<file path="config.mk">
export PLATFORM = sky130hd
export DESIGN_NAME = pc_fetch_unit
export DESIGN_NICKNAME = d
export VERILOG_FILES = /design/src/rtl/pc_fetch_unit_pkg.sv /design/src/rtl/pc_next_sel.sv /design/src/rtl/pc_fetch_unit.sv
export SDC_FILE = /design/constraint.sdc
export NUM_CORES = 1
export LEC_CHECK = 0
export BUFFER_PORTS_ARGS = -buffer_cell sky130_fd_sc_hd__buf_4
export CAP_MARGIN = 20
export CELL_PAD_IN_SITES_DETAIL_PLACEMENT = 1
export CELL_PAD_IN_SITES_GLOBAL_PLACEMENT = 1
export CORE_ASPECT_RATIO = 1.2
export CORE_MARGIN = 4
export CORE_UTILIZATION = 33
export CTS_CLUSTER_DIAMETER = 100
export CTS_CLUSTER_SIZE = 12
export DETAILED_ROUTE_END_ITERATION = 8
export GPL_ROUTABILITY_DRIVEN = 0
export PLACE_DENSITY = 0.8
export SLEW_MARGIN = 20
export SYNTH_ARGS = -nofsm -noshare
export SYNTH_HDL_FRONTEND = slang
export SYNTH_SLANG_ARGS = --single-unit
</file>
<file path="constraint.sdc">
create_clock -name CLK -period 2.5 [get_ports CLK]
set_input_delay 0.25 -clock CLK [delete_from_list [all_inputs] [get_ports CLK]]
set_output_delay 0.25 -clock CLK [all_outputs]
set_load 0.05 [all_outputs]
</file>
<file path="src/rtl/pc_fetch_unit_pkg.sv">
// pc_fetch_unit_pkg
// Purpose: shared definitions for the PC fetch unit -- FSM state encoding,
//          the fixed RV32 instruction encodings the fetch unit must recognise
//          or inject, and the default reset vector.
// Ports:   none (package).
package pc_fetch_unit_pkg;

  typedef enum logic [1:0] {
    ST_BOOT = 2'd0,
    ST_RUN  = 2'd1,
    ST_HALT = 2'd2,
    ST_TRAP = 2'd3
  } fetch_state_e;

  localparam logic [31:0] NOP_INSTR    = 32'h0000_0013;  // addi x0, x0, 0
  localparam logic [31:0] ECALL_INSTR  = 32'h0000_0073;
  localparam logic [31:0] EBREAK_INSTR = 32'h0010_0073;
  localparam logic [31:0] RESET_VECTOR = 32'h0000_0000;

  // True for the two system instructions that stop the core.
  function automatic logic is_halt_instr(input logic [31:0] instr);
    return (instr == ECALL_INSTR) || (instr == EBREAK_INSTR);
  endfunction

endpackage

</file>
<file path="src/rtl/pc_next_sel.sv">
// pc_next_sel
// Purpose: combinational next-PC selection for a running core, including
//          halt (ECALL/EBREAK) and misaligned-redirect detection. The result
//          is only meaningful while the fetch FSM is in RUN.
// Ports:
//   i_pc, i_pc_plus4 : current PC and its sequential successor
//   i_instr          : instruction currently being issued
//   i_stall          : hold request (highest priority)
//   i_redirect       : taken branch/jump request
//   i_target         : redirect byte address
//   o_next_pc        : selected next PC (equals i_pc on hold/halt/misalign)
//   o_halt           : a halting instruction is retiring this cycle
//   o_misalign       : a misaligned redirect is retiring this cycle
module pc_next_sel
  import pc_fetch_unit_pkg::*;
#(
  parameter int DWIDTH = 32
) (
  input  logic [DWIDTH-1:0] i_pc,
  input  logic [DWIDTH-1:0] i_pc_plus4,
  input  logic [DWIDTH-1:0] i_instr,
  input  logic              i_stall,
  input  logic              i_redirect,
  input  logic [DWIDTH-1:0] i_target,
  output logic [DWIDTH-1:0] o_next_pc,
  output logic              o_halt,
  output logic              o_misalign
);

  // Priority: stall > halt > misaligned redirect > redirect > sequential.
  always_comb begin
    o_next_pc  = i_pc;
    o_halt     = 1'b0;
    o_misalign = 1'b0;
    if (i_stall) begin
      o_next_pc = i_pc;
    end else if (is_halt_instr(32'(i_instr))) begin
      o_halt = 1'b1;
    end else if (i_redirect && (i_target[1:0] != 2'b00)) begin
      o_misalign = 1'b1;
    end else if (i_redirect) begin
      o_next_pc = i_target;
    end else begin
      o_next_pc = i_pc_plus4;
    end
  end

endmodule

</file>
<file path="src/rtl/pc_fetch_unit.sv">
// pc_fetch_unit
// Purpose: program-counter and instruction-fetch front end. Owns the PC
//          register, the BOOT/RUN/HALT/TRAP FSM, the sticky misalign flag
//          and the retired-instruction counter.
// Ports:
//   CLK, RST        : clock, asynchronous active-high reset
//   STALL           : hold PC and state this cycle
//   REDIRECT/TARGET : taken branch/jump and its byte address
//   IMEM_A/IMEM_RD  : instruction memory address / combinational read data
//   PC, PC_PLUS4    : current PC and PC + 4
//   INSTR           : instruction to decode (NOP when not valid)
//   INSTR_VALID     : INSTR is a real fetched instruction
//   HALTED          : core stopped by ECALL/EBREAK
//   MISALIGN        : sticky misaligned-redirect trap flag
//   RETIRED         : retired-instruction counter
module pc_fetch_unit
  import pc_fetch_unit_pkg::*;
#(
  parameter int                DWIDTH   = 32,
  parameter int                AWIDTH   = 8,
  parameter logic [DWIDTH-1:0] RESET_PC = DWIDTH'(RESET_VECTOR)
) (
  input  logic              CLK,
  input  logic              RST,
  input  logic              STALL,
  input  logic              REDIRECT,
  input  logic [DWIDTH-1:0] TARGET,
  output logic [AWIDTH-1:0] IMEM_A,
  input  logic [DWIDTH-1:0] IMEM_RD,
  output logic [DWIDTH-1:0] PC,
  output logic [DWIDTH-1:0] PC_PLUS4,
  output logic [DWIDTH-1:0] INSTR,
  output logic              INSTR_VALID,
  output logic              HALTED,
  output logic              MISALIGN,
  output logic [31:0]       RETIRED
);

  if (RESET_PC[1:0] != 2'b00) begin : g_bad_reset_pc
    $error("pc_fetch_unit: RESET_PC must be word aligned");
  end

  fetch_state_e      r_state;
  fetch_state_e      w_state_next;
  logic [DWIDTH-1:0] r_pc;
  logic [DWIDTH-1:0] w_pc_next;
  logic [DWIDTH-1:0] w_pc_plus4;
  logic [DWIDTH-1:0] w_sel_pc;
  logic [31:0]       r_retired;
  logic              r_misalign;
  logic              r_halted;
  logic              r_instr_valid;
  logic              w_retire;
  logic              w_enter_trap;
  logic              w_sel_halt;
  logic              w_sel_misalign;

  assign w_pc_plus4 = r_pc + DWIDTH'(4);

  pc_next_sel #(
    .DWIDTH (DWIDTH)
  ) u_next_sel (
    .i_pc       (r_pc),
    .i_pc_plus4 (w_pc_plus4),
    .i_instr    (IMEM_RD),
    .i_stall    (STALL),
    .i_redirect (REDIRECT),
    .i_target   (TARGET),
    .o_next_pc  (w_sel_pc),
    .o_halt     (w_sel_halt),
    .o_misalign (w_sel_misalign)
  );

  // Next-state, next-PC and retire decision.
  always_comb begin
    w_state_next = r_state;
    w_pc_next    = r_pc;
    w_retire     = 1'b0;
    w_enter_trap = 1'b0;
    case (r_state)
      ST_BOOT: begin
        w_state_next = ST_RUN;
      end
      ST_RUN: begin
        if (!STALL) begin
          // Halting and trapping instructions still retire; the selector
          // already holds the PC for them.
          w_retire  = 1'b1;
          w_pc_next = w_sel_pc;
          if (w_sel_halt) begin
            w_state_next = ST_HALT;
          end else if (w_sel_misalign) begin
            w_state_next = ST_TRAP;
            w_enter_trap = 1'b1;
          end else begin
            w_state_next = ST_RUN;
          end
        end else begin
          w_state_next = ST_RUN;
        end
      end
      ST_HALT: begin
        w_state_next = ST_HALT;
      end
      ST_TRAP: begin
        w_state_next = ST_TRAP;
      end
      default: begin
        w_state_next = ST_BOOT;
      end
    endcase
  end

  // FSM state register with registered state-decoded flags.
  always_ff @(posedge CLK or posedge RST) begin
    if (RST) begin
      r_state       <= ST_BOOT;
      r_halted      <= 1'b0;
      r_instr_valid <= 1'b0;
    end else begin
      r_state       <= w_state_next;
      r_halted      <= (w_state_next == ST_HALT);
      r_instr_valid <= (w_state_next == ST_RUN);
    end
  end

  // PC, retired counter and sticky misalign flag.
  always_ff @(posedge CLK or posedge RST) begin
    if (RST) begin
      r_pc       <= RESET_PC;
      r_retired  <= 32'd0;
      r_misalign <= 1'b0;
    end else begin
      r_pc       <= w_pc_next;
      r_retired  <= w_retire ? (r_retired + 32'd1) : r_retired;
      r_misalign <= r_misalign | w_enter_trap;
    end
  end

  assign IMEM_A      = r_pc[AWIDTH-1:0];
  assign PC          = r_pc;
  assign PC_PLUS4    = w_pc_plus4;
  assign INSTR       = r_instr_valid ? IMEM_RD : DWIDTH'(NOP_INSTR);
  assign INSTR_VALID = r_instr_valid;
  assign HALTED      = r_halted;
  assign MISALIGN    = r_misalign;
  assign RETIRED     = r_retired;

endmodule

</file>
== Word level (Yosys, flattened, before mapping) ==
Cells that the tools add are included.
W data, S select, Z words.
Cells by class
  add/sub/neg operators: 2
  equality and inequality tests: 7
  mux-type cells: 17
  bitwise logic cells: 4
  reductions and logical operators: 5
Operators with widths (number)
  $mux W32: 2
  $add A32 B1 Y32 const B: 1
  $add A32 B3 Y32 const B: 1
  $eq A32 B21 Y1 const B: 1
  $eq A32 B7 Y1 const B: 1
  $mux W1: 11
  $pmux W2 S4: 1
  $eq A2 B2 Y1 const B: 3
  $mux W2: 3
  $eq A2 B1 Y1 const B: 2
  $reduce_and A4 Y1: 1
  $not A1 Y1: 3
  $logic_not A2 Y1: 1
  $reduce_bool A2 Y1: 1
  $logic_and A1 B1 Y1: 1
  $logic_or A1 B1 Y1: 1
  $or A1 B1 Y1: 1
Storage, ports and cells
  bits in registers: 69
  bits of input ports: 68
  output and inout bits: 139
  word-level logic and storage cells: 41

== Logic depth before layout (Yosys ltp) ==
Gate-level depths: netlist (run 1).
  depth after elaboration: 10
  mapped depth: 7
  mapped depth without buffers: 6

== Cells and area by module ==
Synthesis (run 1) repeated with hierarchy kept, for this count alone.
Second synthesis, totals
  cells, all modules: 500
  area, all modules: 4688.2 um^2
By module, submodules not included
  pc_fetch_unit: times used 1, cells each 411, area an instance 3688.5 um^2, seq. area each 1726.7 um^2
  pc_next_sel: times used 1, cells each 89, area an instance 999.7 um^2, seq. area each 0.0 um^2

== Worst setup path after synthesis (run 1) ==
No wires, ideal clock.
  path kind: register to output
  start: register r_pc[4] (netlist: PC[4])
  end: output port PC_PLUS4[19]
  data arrival time: 2.955 ns
  data required time: 2.250 ns
  slack: -0.705 ns
  stages on the path, launching flop included: 7
  buffers on the path: 2
  cell sequence: dfrtp_1 -> buf_2 -> nand3_2 -> or4_4 -> buf_6 -> or3_4 -> xnor2_1
Between the ends
  longest elaborated chain between the ends: 1
Ends and longest elaborated chain
  start, declared: line pc_fetch_unit.sv:45  | logic [DWIDTH-1:0] r_pc;
  start signal, assigned: line pc_fetch_unit.sv:134  | r_pc <= w_pc_next;
  $add A32 B3 Y32: line pc_fetch_unit.sv:58  | assign w_pc_plus4 = r_pc + DWIDTH'(4);
  end, declared: line pc_fetch_unit.sv:31  | output logic [DWIDTH-1:0] PC_PLUS4,
No other way between the ends.

== Final worst setup path (run 1) ==
  start: register r_pc[3] (netlist: PC[3])
  end: output port PC_PLUS4[19]
The elaborated chain is that of the path after synthesis.

==> impl_metrics.py, run 1 <==
metrics = {
    "clock_network": {
        "clk_pin_slew_ns": 0.06,
        "cts_buffers": 9,
        "cts-root-buf": "clkbuf_16",
        "cts_tree": "built",
        "postCtsHoldBufs": 0,
        "clk_path_buf_depth": 2,
        "h-tree-depth": 3,
        "clock_latency_ns": 0.33,
        "clock_sinks": 69,
    },
    "floorplanning": {
        "core-area_sq_um": 12220,
        "die_y_um": 131.2,
        "io_pins": 207,
        "initial_core_util_pct": 34.13,
        "dieArea_sq_um": 14510,
        "rows": 44,
        "die_x_um": 110.6,
    },
    "routing": {
        "drt_iter0_drc": 215,
        "finalWirelength_um": 16880,
        "viasPerCell": 5.186,
        "final_antenna_net_count": 0,
        "vias": 4481,
        "wl_per_cell_um": 19.53,
        "first_pass_iters": 4,
        "drc": 0,
    },
    "critical_path": {
        "cp_num_buf_inv": 3,
        "cp.required_ns": 2.25,
        "cp-end-kind": "output pin",
        "path_class": "reg2out",
        "path_delay_family": "simple AND/OR/NAND/NOR gates",
        "start_kind": "register",
        "crit_chain": "buf_6, nand3_2, or4_4, buf_6, or3_4, xnor2_2, buf_6",
        "crit_start": "PC[3]",
        "critPathSlowestCell": "or4_4",
        "r2r_slack_ns": 0.27,
        "arrival_ns": 2.27,
        "critPathMostFrequentCell": "buf_6",
        "reg2reg_from": "PC[3]",
        "crit_path_max_fanout": 5,
        "slowest_delay_ns": 0.51,
    },
    "sta": {
        "setup_ws_ns": -0.01514,
        "worst_pin_slew_ns": 0.8148,
        "hold_violations": 0,
        "rsz0062_at_grt": "true",
        "slew_headroom_pct": 45.68,
        "post-route-period-util_pct": 100.6,
        "drv_slew": 0,
        "fmax_mhz": 397.6,
        "setup_viol": 2,
        "clock_skew_ns": 0.008258,
        "whs_ns": 0.01720,
        "finalCriticalPeriod_ns": 2.515,
    },
    "synthesis": {
        "synth.net_count": 532,
        "synth_edf_count": 0,
        "syn_avg_cell_area_sq_um": 9.029,
        "ys_seq_elements": 69,
        "synthCells": 462,
        "synth-seq-area-share_pct": 41.39,
        "async_reset_ff_share_pct": 100.0,
        "ys.flop_type": "dfrtp_1",
        "synth_top_area_share_pct": 41.39,
        "yosysTopAreaCell": "dfrtp_1",
        "ys_types": 53,
        "synth_area_sq_um": 4172,
        "yosys_warnings": 0,
        "synth.most_common_cell": "dfrtp_1",
        "synthTopCellsByCount": "69 x dfrtp_1, 36 x nand2_1, 35 x xnor2_1, 32 x o21ai_0, 29 x and2_1",
        "ys_top_cells_by_area": "dfrtp_1 41%, xnor2_1 7.3%, xor2_1 5.0%",
    },
    "global_route": {
        "grt_max_degree": 43,
        "grt_remaining_overflow": 0,
        "grt_use_met2_pct": 40.25,
        "grt_pass1_wl_um": 26250,
        "use_met3_pct": 6.578,
        "grt_pass1_vias": 4917,
        "busiest_layer": "met2",
        "antenna_found_initial": 0,
        "grt.total_usage_pct": 22.08,
        "grt_use_met1_pct": 25.22,
    },
    "outcome": {
        "outcome": "finished with violations",
        "violations": "setup timing",
    },
    "power_and_ir_drop": {
        "netSwitchingPower_mw": 3.606,
        "ir_drop_mv": 0.6109,
        "power_frac_comb_pct": 57.0,
        "intPower_mw": 3.632,
        "p_per_area_nw_per_um2": 1052,
        "pwr-share-seq_pct": 23.6,
        "netSwitchingFraction_pct": 49.82,
        "p_leak_nw": 3.256,
        "clockPowerShare_pct": 19.3,
    },
    "layout": {
        "antenna_cells": 0,
        "final_util_pct": 56.31,
        "drive_gt1_share_pct": 48.08,
        "synthToLayoutAreaGrowth_pct": 64.97,
        "fin_cells": 864,
        "final_net_count": 768,
    },
    "worst_hold_path": {
        "worstHoldPathType": "in2async",
    },
    "place": {
        "hpwl_um": 12370,
        "io_buffers": 206,
        "dp_cells": 823,
    },
    "flow_run": {
        "maxCapViolCount": 0,
    },
}
[layout by cell type (no fill, tap or decap), drive strengths merged, types with 7 or more instances in the layout]
| master | count |
|---|---|
| buf | 261 |
| dfrtp | 69 |
| nand2 | 36 |
| xnor2 | 35 |
| o21ai | 32 |
| and2 | 29 |
| nor2 | 24 |
| xor2 | 24 |
| nand4 | 19 |
| nor3 | 19 |
| nand3 | 17 |
| a21oi | 14 |
| nor4 | 13 |
| inv | 13 |
| clkbuf | 12 |
| and3 | 7 |
[layer usage]
| metal | part of all wire (%) | vias to the layer above | routed length [um] |
|---|---|---|---|
| met4 | 1.4 | 0 | 238 |
| li1 | - | 2102 | - |
| met2 | 53 | 142 | 8972 |
| met1 | 39 | 2217 | 6533 |
| met3 | 6.7 | 20 | 1133 |
| met5 | 0 | - | 0 |
[state kept, by name, summed over array words and instances, names as in the netlist]
register / count
PC: 32
RETIRED: 32
r_state: 2
HALTED: 1
INSTR_VALID: 1
MISALIGN: 1
[power groups by stage]
| stage | registers, mW | logic, mW | clock network, mW |
|---|---|---|---|
| 2_1_floorplan | 2.46 | 1.89 | 0 |
| 3_3_place_gp | 1.71 | 3.85 | 0 |
| 3_5_place_dp | 1.74 | 3.90 | 0 |
| 4_1_cts | 1.71 | 4.04 | 1.42 |
| 5_1_grt | 1.75 | 4.30 | 1.49 |
| 6_report | 1.71 | 4.13 | 1.40 |
[cells by family after synthesis]
kind of cell | synth area share (%)
simple gates | 25.55
flops | 41.39
buf+inv | 5.759
xor+xnor | 12.39
mux | 1.200
fa+ha+maj | 0.5998
compound gates | 13.11
[final cells by class]
| type | instances | area (sq um) |
|---|---|---|
| fill | 1433 | 5340 |
| multi-input combinational | 344 | 2537 |
| timing repair buffer | 261 | 2021 |
| sequential | 69 | 1747 |
| clock buffer | 12 | 256.5 |
| tap | 161 | 201.4 |
| clock inverter | 4 | 70.07 |
| inverter | 13 | 48.80 |
[path summary, 6_finish.rpt]
path / endpoint / depth (start not counted)
min in group CLK: PC[2] / 3
min reg2reg: RETIRED[31] / 1
max: PC_PLUS4[19] / 7
max reg2reg: PC[30] / 7
max in group asynchronous: PC[11] / 3
min: INSTR_VALID / 2
[metrics by stage]
step	setup TNS (ns)	total power, mW	setup slack [ns]	area (sq um)
floorplan	-1.365	4.351	-0.2290	4410
global placement	0	5.560	0.1486	6212
detailed placement	0	5.639	0.1077	6212
CTS	-0.01635	7.173	-0.01186	6731
global route	-0.2579	7.535	-0.07848	6882
finish	-0.02659	7.237	-0.01514	6882
[what timing repair did]
item / in CTS / in global routing
resized for setup: 22 / 19
setup buffers: 13 / 12
endpoints found under the setup margin: 14 / 17
cloned: 0 / 1
pin swaps: 9 / 4
(Power assumes the default switching activity.)
==> run 2, diff against run 1 <==
TNS_END_PERCENT = 20   (was unset)
==> impl_metrics.py, run 2 (synthesis gave the netlist of run 1 again) <==
metrics = {
    "outcome": {
        "outcome": "finished with violations",
        "violations": "setup timing",
    },
    "layout": {
        "drive_gt1_share_pct": 45.57,
        "final_common_cell": "buf_4",
        "fin_area_sq_um": 6700,
        "final_util_pct": 54.82,
        "antenna_cells": 0,
        "synthToLayoutAreaGrowth_pct": 60.62,
        "final_net_count": 754,
        "final_cell_mix": "235 x buf_4, 58 x dfrtp_1, 36 x nand2_1",
    },
    "floorplanning": {
        "io_pins": 207,
        "core-area_sq_um": 12220,
        "dieArea_sq_um": 14510,
        "initial_core_util_pct": 34.13,
        "rows": 44,
        "die_y_um": 131.2,
        "die_x_um": 110.6,
    },
    "sta": {
        "worst_pin_slew_ns": 0.7226,
        "tns_ns": -0.2193,
        "drv_slew": 0,
        "rsz0062_at_grt": "true",
        "slew_headroom_pct": 51.82,
        "setup_viol": 7,
        "fmax_mhz": 387.4,
        "setup_ws_ns": -0.08160,
        "finalCriticalPeriod_ns": 2.582,
        "clock_skew_ns": 0.008722,
        "hold_violations": 0,
        "post-route-period-util_pct": 103.3,
    },
    "critical_path": {
        "arrival_ns": 2.33,
        "path_class": "reg2out",
        "cp-end-kind": "output pin",
        "crit_path_max_fanout": 10,
        "crit_chain": "nand4_4, or4_4, or3_4, xnor2_2, buf_6",
        "critPathSlowestCell": "or4_4",
        "path_delay_family": "simple AND/OR/NAND/NOR gates",
        "reg2reg_from": "PC[11]",
        "slowest_delay_ns": 0.63,
        "cp.required_ns": 2.25,
        "crit_start": "PC[8]",
        "start_kind": "register",
        "cp_num_buf_inv": 1,
    },
    "global_route": {
        "busiest_layer": "met2",
        "grt.total_usage_pct": 21.15,
        "grt_use_met1_pct": 25.36,
        "grt_remaining_overflow": 0,
        "grt_use_met2_pct": 38.09,
        "use_met3_pct": 4.186,
        "grt_pass1_wl_um": 25360,
        "grt_pass1_vias": 4761,
        "antenna_found_initial": 0,
        "grt_max_degree": 38,
    },
    "place": {
        "placed_area_sq_um": 6112,
        "io_buffers": 206,
        "hpwl_um": 11910,
    },
    "worst_hold_path": {
        "worstHoldPathType": "in2async",
    },
    "routing": {
        "first_pass_iters": 4,
        "wl_per_cell_um": 18.73,
        "drt_iter0_drc": 173,
        "finalWirelength_um": 15920,
        "viasPerCell": 5.173,
        "final_antenna_net_count": 0,
        "drc": 0,
        "vias": 4397,
    },
    "clock_network": {
        "cts_buffers": 9,
        "cts_tree": "built",
        "cts-root-buf": "clkbuf_16",
        "postCtsHoldBufs": 0,
        "clock_latency_ns": 0.33,
        "clock_sinks": 69,
        "h-tree-depth": 3,
        "clk_pin_slew_ns": 0.06,
        "clk_path_buf_depth": 2,
    },
    "power_and_ir_drop": {
        "p_per_area_nw_per_um2": 1068,
        "power_mw": 7.153,
        "ir_drop_mv": 0.6547,
        "p_leak_nw": 3.176,
    },
    "flow_run": {
        "maxCapViolCount": 0,
    },
}
-- run 2: cell types whose count changed in the layout (fill, tap and decap cells not counted), sizes merged --
cell      delta
or3          -1
clkbuf       -2
buf         -14
bufinv       +1
clkinvlp     +1
or4          +1
-- run 2: cell type report --
type / count / area (sq um)
multi-input cells: 344 / 2470
fillers: 1438 / 5522
clock buffers: 10 / 229.0
flip-flops and latches: 69 / 1740
inverters: 13 / 48.80
clock inverters: 6 / 111.4
repair buffers: 247 / 1899
well taps: 161 / 201.4
-- run 2: where the power goes --
group | switching, mW | internal, mW
combinational | 2.73 | 1.27
clock | 0.496 | 0.975
sequential | 0.327 | 1.35
-- run 2: through the flow --
step	worst slack, ns	std cells	hold slack (ns)
after floorplan	-0.2409	462	0.4127
after detailed placement	0.06665	823	0.3798
final	-0.08160	850	0.01679
after CTS	-0.06099	850	0.02322
after global routing	-0.1288	850	0.06164
after global placement	0.1054	823	0.3623
-- run 2: worst register-to-register path: stages (launching register included) --
cell	delay, ns
dfrtp_1	0.37
nand4_1	0.21
buf_4	0.22
or4_4	0.52
or4_1	0.54
a21oi_1	0.16
a21oi_1	0.06
-- run 2: path summary, 6_finish.rpt --
path,end,slack [ns],cells past startpoint
worst max-delay path,PC_PLUS4[19],-0.08,5
worst min-delay path,PC[31],0.02,2
worst max register to register,PC[30],0.31,6
worst min register to register,MISALIGN,0.48,1
max in group asynchronous,RETIRED[13],1.68,3
min in group CLK,PC[2],0.18,3
-- run 2: timing repair --
action,4_1_cts,5_1_grt
cloned,1,0
endpoints found under the hold margin,0,0
buffers inserted,10,0
pin swaps,8,9
resized for setup,24,13
endpoints found under the setup margin,14,17
-- run 2: layer usage --
| metal | vias to the layer above | part of all wire (%) |
|---|---|---|
| li1 | 2063 | - |
| met1 | 2157 | 40 |
| met2 | 149 | 53 |
| met3 | 28 | 5.3 |
| met4 | 0 | 2.1 |
| met5 | - | 0 |
==> run 3, diff against run 2 <==
CORE_MARGIN = unset   (was 4)
==> impl_metrics.py, run 3 (synthesis gave the netlist of run 1 again) <==
metrics = {
    "clock_network": {
        "cts_buffers": 9,
        "clock_latency_ns": 0.33,
        "cts_tree": "built",
        "clock_sinks": 69,
        "h-tree-depth": 3,
        "clk_pin_slew_ns": 0.06,
        "clk_path_buf_depth": 2,
        "cts-root-buf": "clkbuf_16",
    },
    "sta": {
        "slew_headroom_pct": 42.01,
        "setup_ws_ns": -0.05450,
        "fmax_mhz": 391.5,
        "hold_violations": 0,
        "post-route-period-util_pct": 102.2,
        "rsz0062_at_grt": "true",
        "setup_viol": 3,
        "worst_pin_slew_ns": 0.8698,
        "finalCriticalPeriod_ns": 2.554,
        "drv_slew": 0,
        "clock_skew_ns": 0.006881,
    },
    "power_and_ir_drop": {
        "p_leak_nw": 3.172,
        "power_mw": 6.975,
        "netSwitchingFraction_pct": 50.92,
        "intPower_mw": 3.423,
        "p_per_area_nw_per_um2": 1045,
        "clockPowerShare_pct": 18.5,
        "pwr-share-seq_pct": 24.2,
        "netSwitchingPower_mw": 3.551,
        "power_frac_comb_pct": 57.3,
        "ir_drop_mv": 0.6170,
    },
    "layout": {
        "final_util_pct": 54.61,
        "final_net_count": 756,
        "drive_gt1_share_pct": 45.88,
        "antenna_cells": 0,
        "fin_area_sq_um": 6674,
        "fillerInstances": 1430,
        "synthToLayoutAreaGrowth_pct": 59.99,
        "multi_input_area_sq_um": 2444,
        "final_cell_mix": "237 x buf_4, 57 x dfrtp_1, 36 x nand2_1",
        "seqCellArea_sq_um": 1742,
        "final_common_cell": "buf_4",
    },
    "global_route": {
        "grt_use_met1_pct": 27.30,
        "busiest_layer": "met2",
        "grt_pass1_vias": 4786,
        "antenna_found_initial": 0,
        "grt_max_degree": 57,
        "grt_use_met2_pct": 42.58,
        "use_met3_pct": 4.171,
        "grt_remaining_overflow": 0,
        "grt_pass1_wl_um": 24620,
        "grt.total_usage_pct": 23.41,
    },
    "flow_run": {
        "maxCapViolCount": 0,
    },
    "routing": {
        "viasPerCell": 5.137,
        "drc": 0,
        "final_antenna_net_count": 0,
        "drt_iter0_drc": 154,
        "wl_per_cell_um": 17.81,
        "finalWirelength_um": 15180,
        "vias": 4377,
        "first_pass_iters": 4,
    },
    "floorplanning": {
        "dieArea_sq_um": 13100,
        "io_pins": 207,
        "initial_core_util_pct": 34.13,
        "die_x_um": 104.6,
        "rows": 44,
        "core-area_sq_um": 12220,
        "die_y_um": 125.2,
    },
    "place": {
        "pre_cts_ws_ns": 0.04176,
        "hpwl_um": 11230,
        "placed_area_sq_um": 6102,
        "io_buffers": 206,
    },
    "outcome": {
        "violations": "setup timing",
        "outcome": "finished with violations",
    },
    "critical_path": {
        "cp-end-kind": "output pin",
        "arrival_ns": 2.30,
        "path_class": "reg2out",
        "cp.required_ns": 2.25,
        "crit_path_max_fanout": 8,
        "start_kind": "register",
    },
    "worst_hold_path": {
        "worstHoldPathType": "in2async",
    },
}
-- run 3: power by group through the flow --
stage               clock network (mW)  registers (mW)  logic (mW)
detailed placement                   0            1.71        3.85
global route                      1.35            1.73        4.17
floorplan                            0            2.44        1.86
global placement                     0            1.69        3.80
CTS                               1.31            1.68        3.95
finish                            1.29            1.69        4.00
-- run 3: worst max-delay path, cell delays in order, from the launching register on --
cell and delay, ns:
dfrtp_2 0.39, nand4_4 0.18, or4_4 0.61, or3_4 0.45, xnor2_2 0.17, buf_6 0.18
-- run 3: what timing repair did --
action | 4_1_cts | 5_1_grt
pin swaps | 9 | 9
setup buffers | 5 | 11
endpoints found under the setup margin | 14 | 14
gates cloned | 0 | 0
hold buffers | 0 | 0
resized for setup | 28 | 10
-- run 3: layout make-up --
class / count / share of cell area (%)
Timing Repair Buffer: 250 / 29.04
Clock inverter: 7 / 1.125
Multi-Input combinational cell: 343 / 36.61
Sequential cell: 69 / 26.10
Tap cell: 161 / 3.018
Inverter: 13 / 0.7312
Clock buffer: 9 / 3.375
-- run 3: path summary, 6_finish.rpt --
check	from	endpoint	slack, ns	cells after the start
worst max-delay path	PC[5]	PC_PLUS4[19]	-0.05	5
worst min-delay path	RST	RETIRED[14]	0.02	2
worst max register to register	r_state[1]	PC[24]	0.30	5
worst min register to register	RETIRED[31]	RETIRED[31]	0.47	1
max in group asynchronous	RST	PC[9]	1.80	3
min in group CLK	TARGET[2]	PC[2]	0.19	3
-- run 3: stage by stage --
step	setup TNS, ns	instances	hold slack [ns]
2_1_floorplan	-2.147	462	0.4127
3_3_place_gp	0	820	0.3757
3_5_place_dp	0	820	0.3941
4_1_cts	-0.1260	841	0.04031
5_1_grt	-0.8020	852	0.07485
6_report	-0.1142	852	0.02417
-- run 3: per-layer routing --
metal  share of wire [%]  up-vias
met1                  39     2155
met5                   0        -
met3                 5.2       26
met2                  53      138
met4                 2.0        0
li1                    -     2058
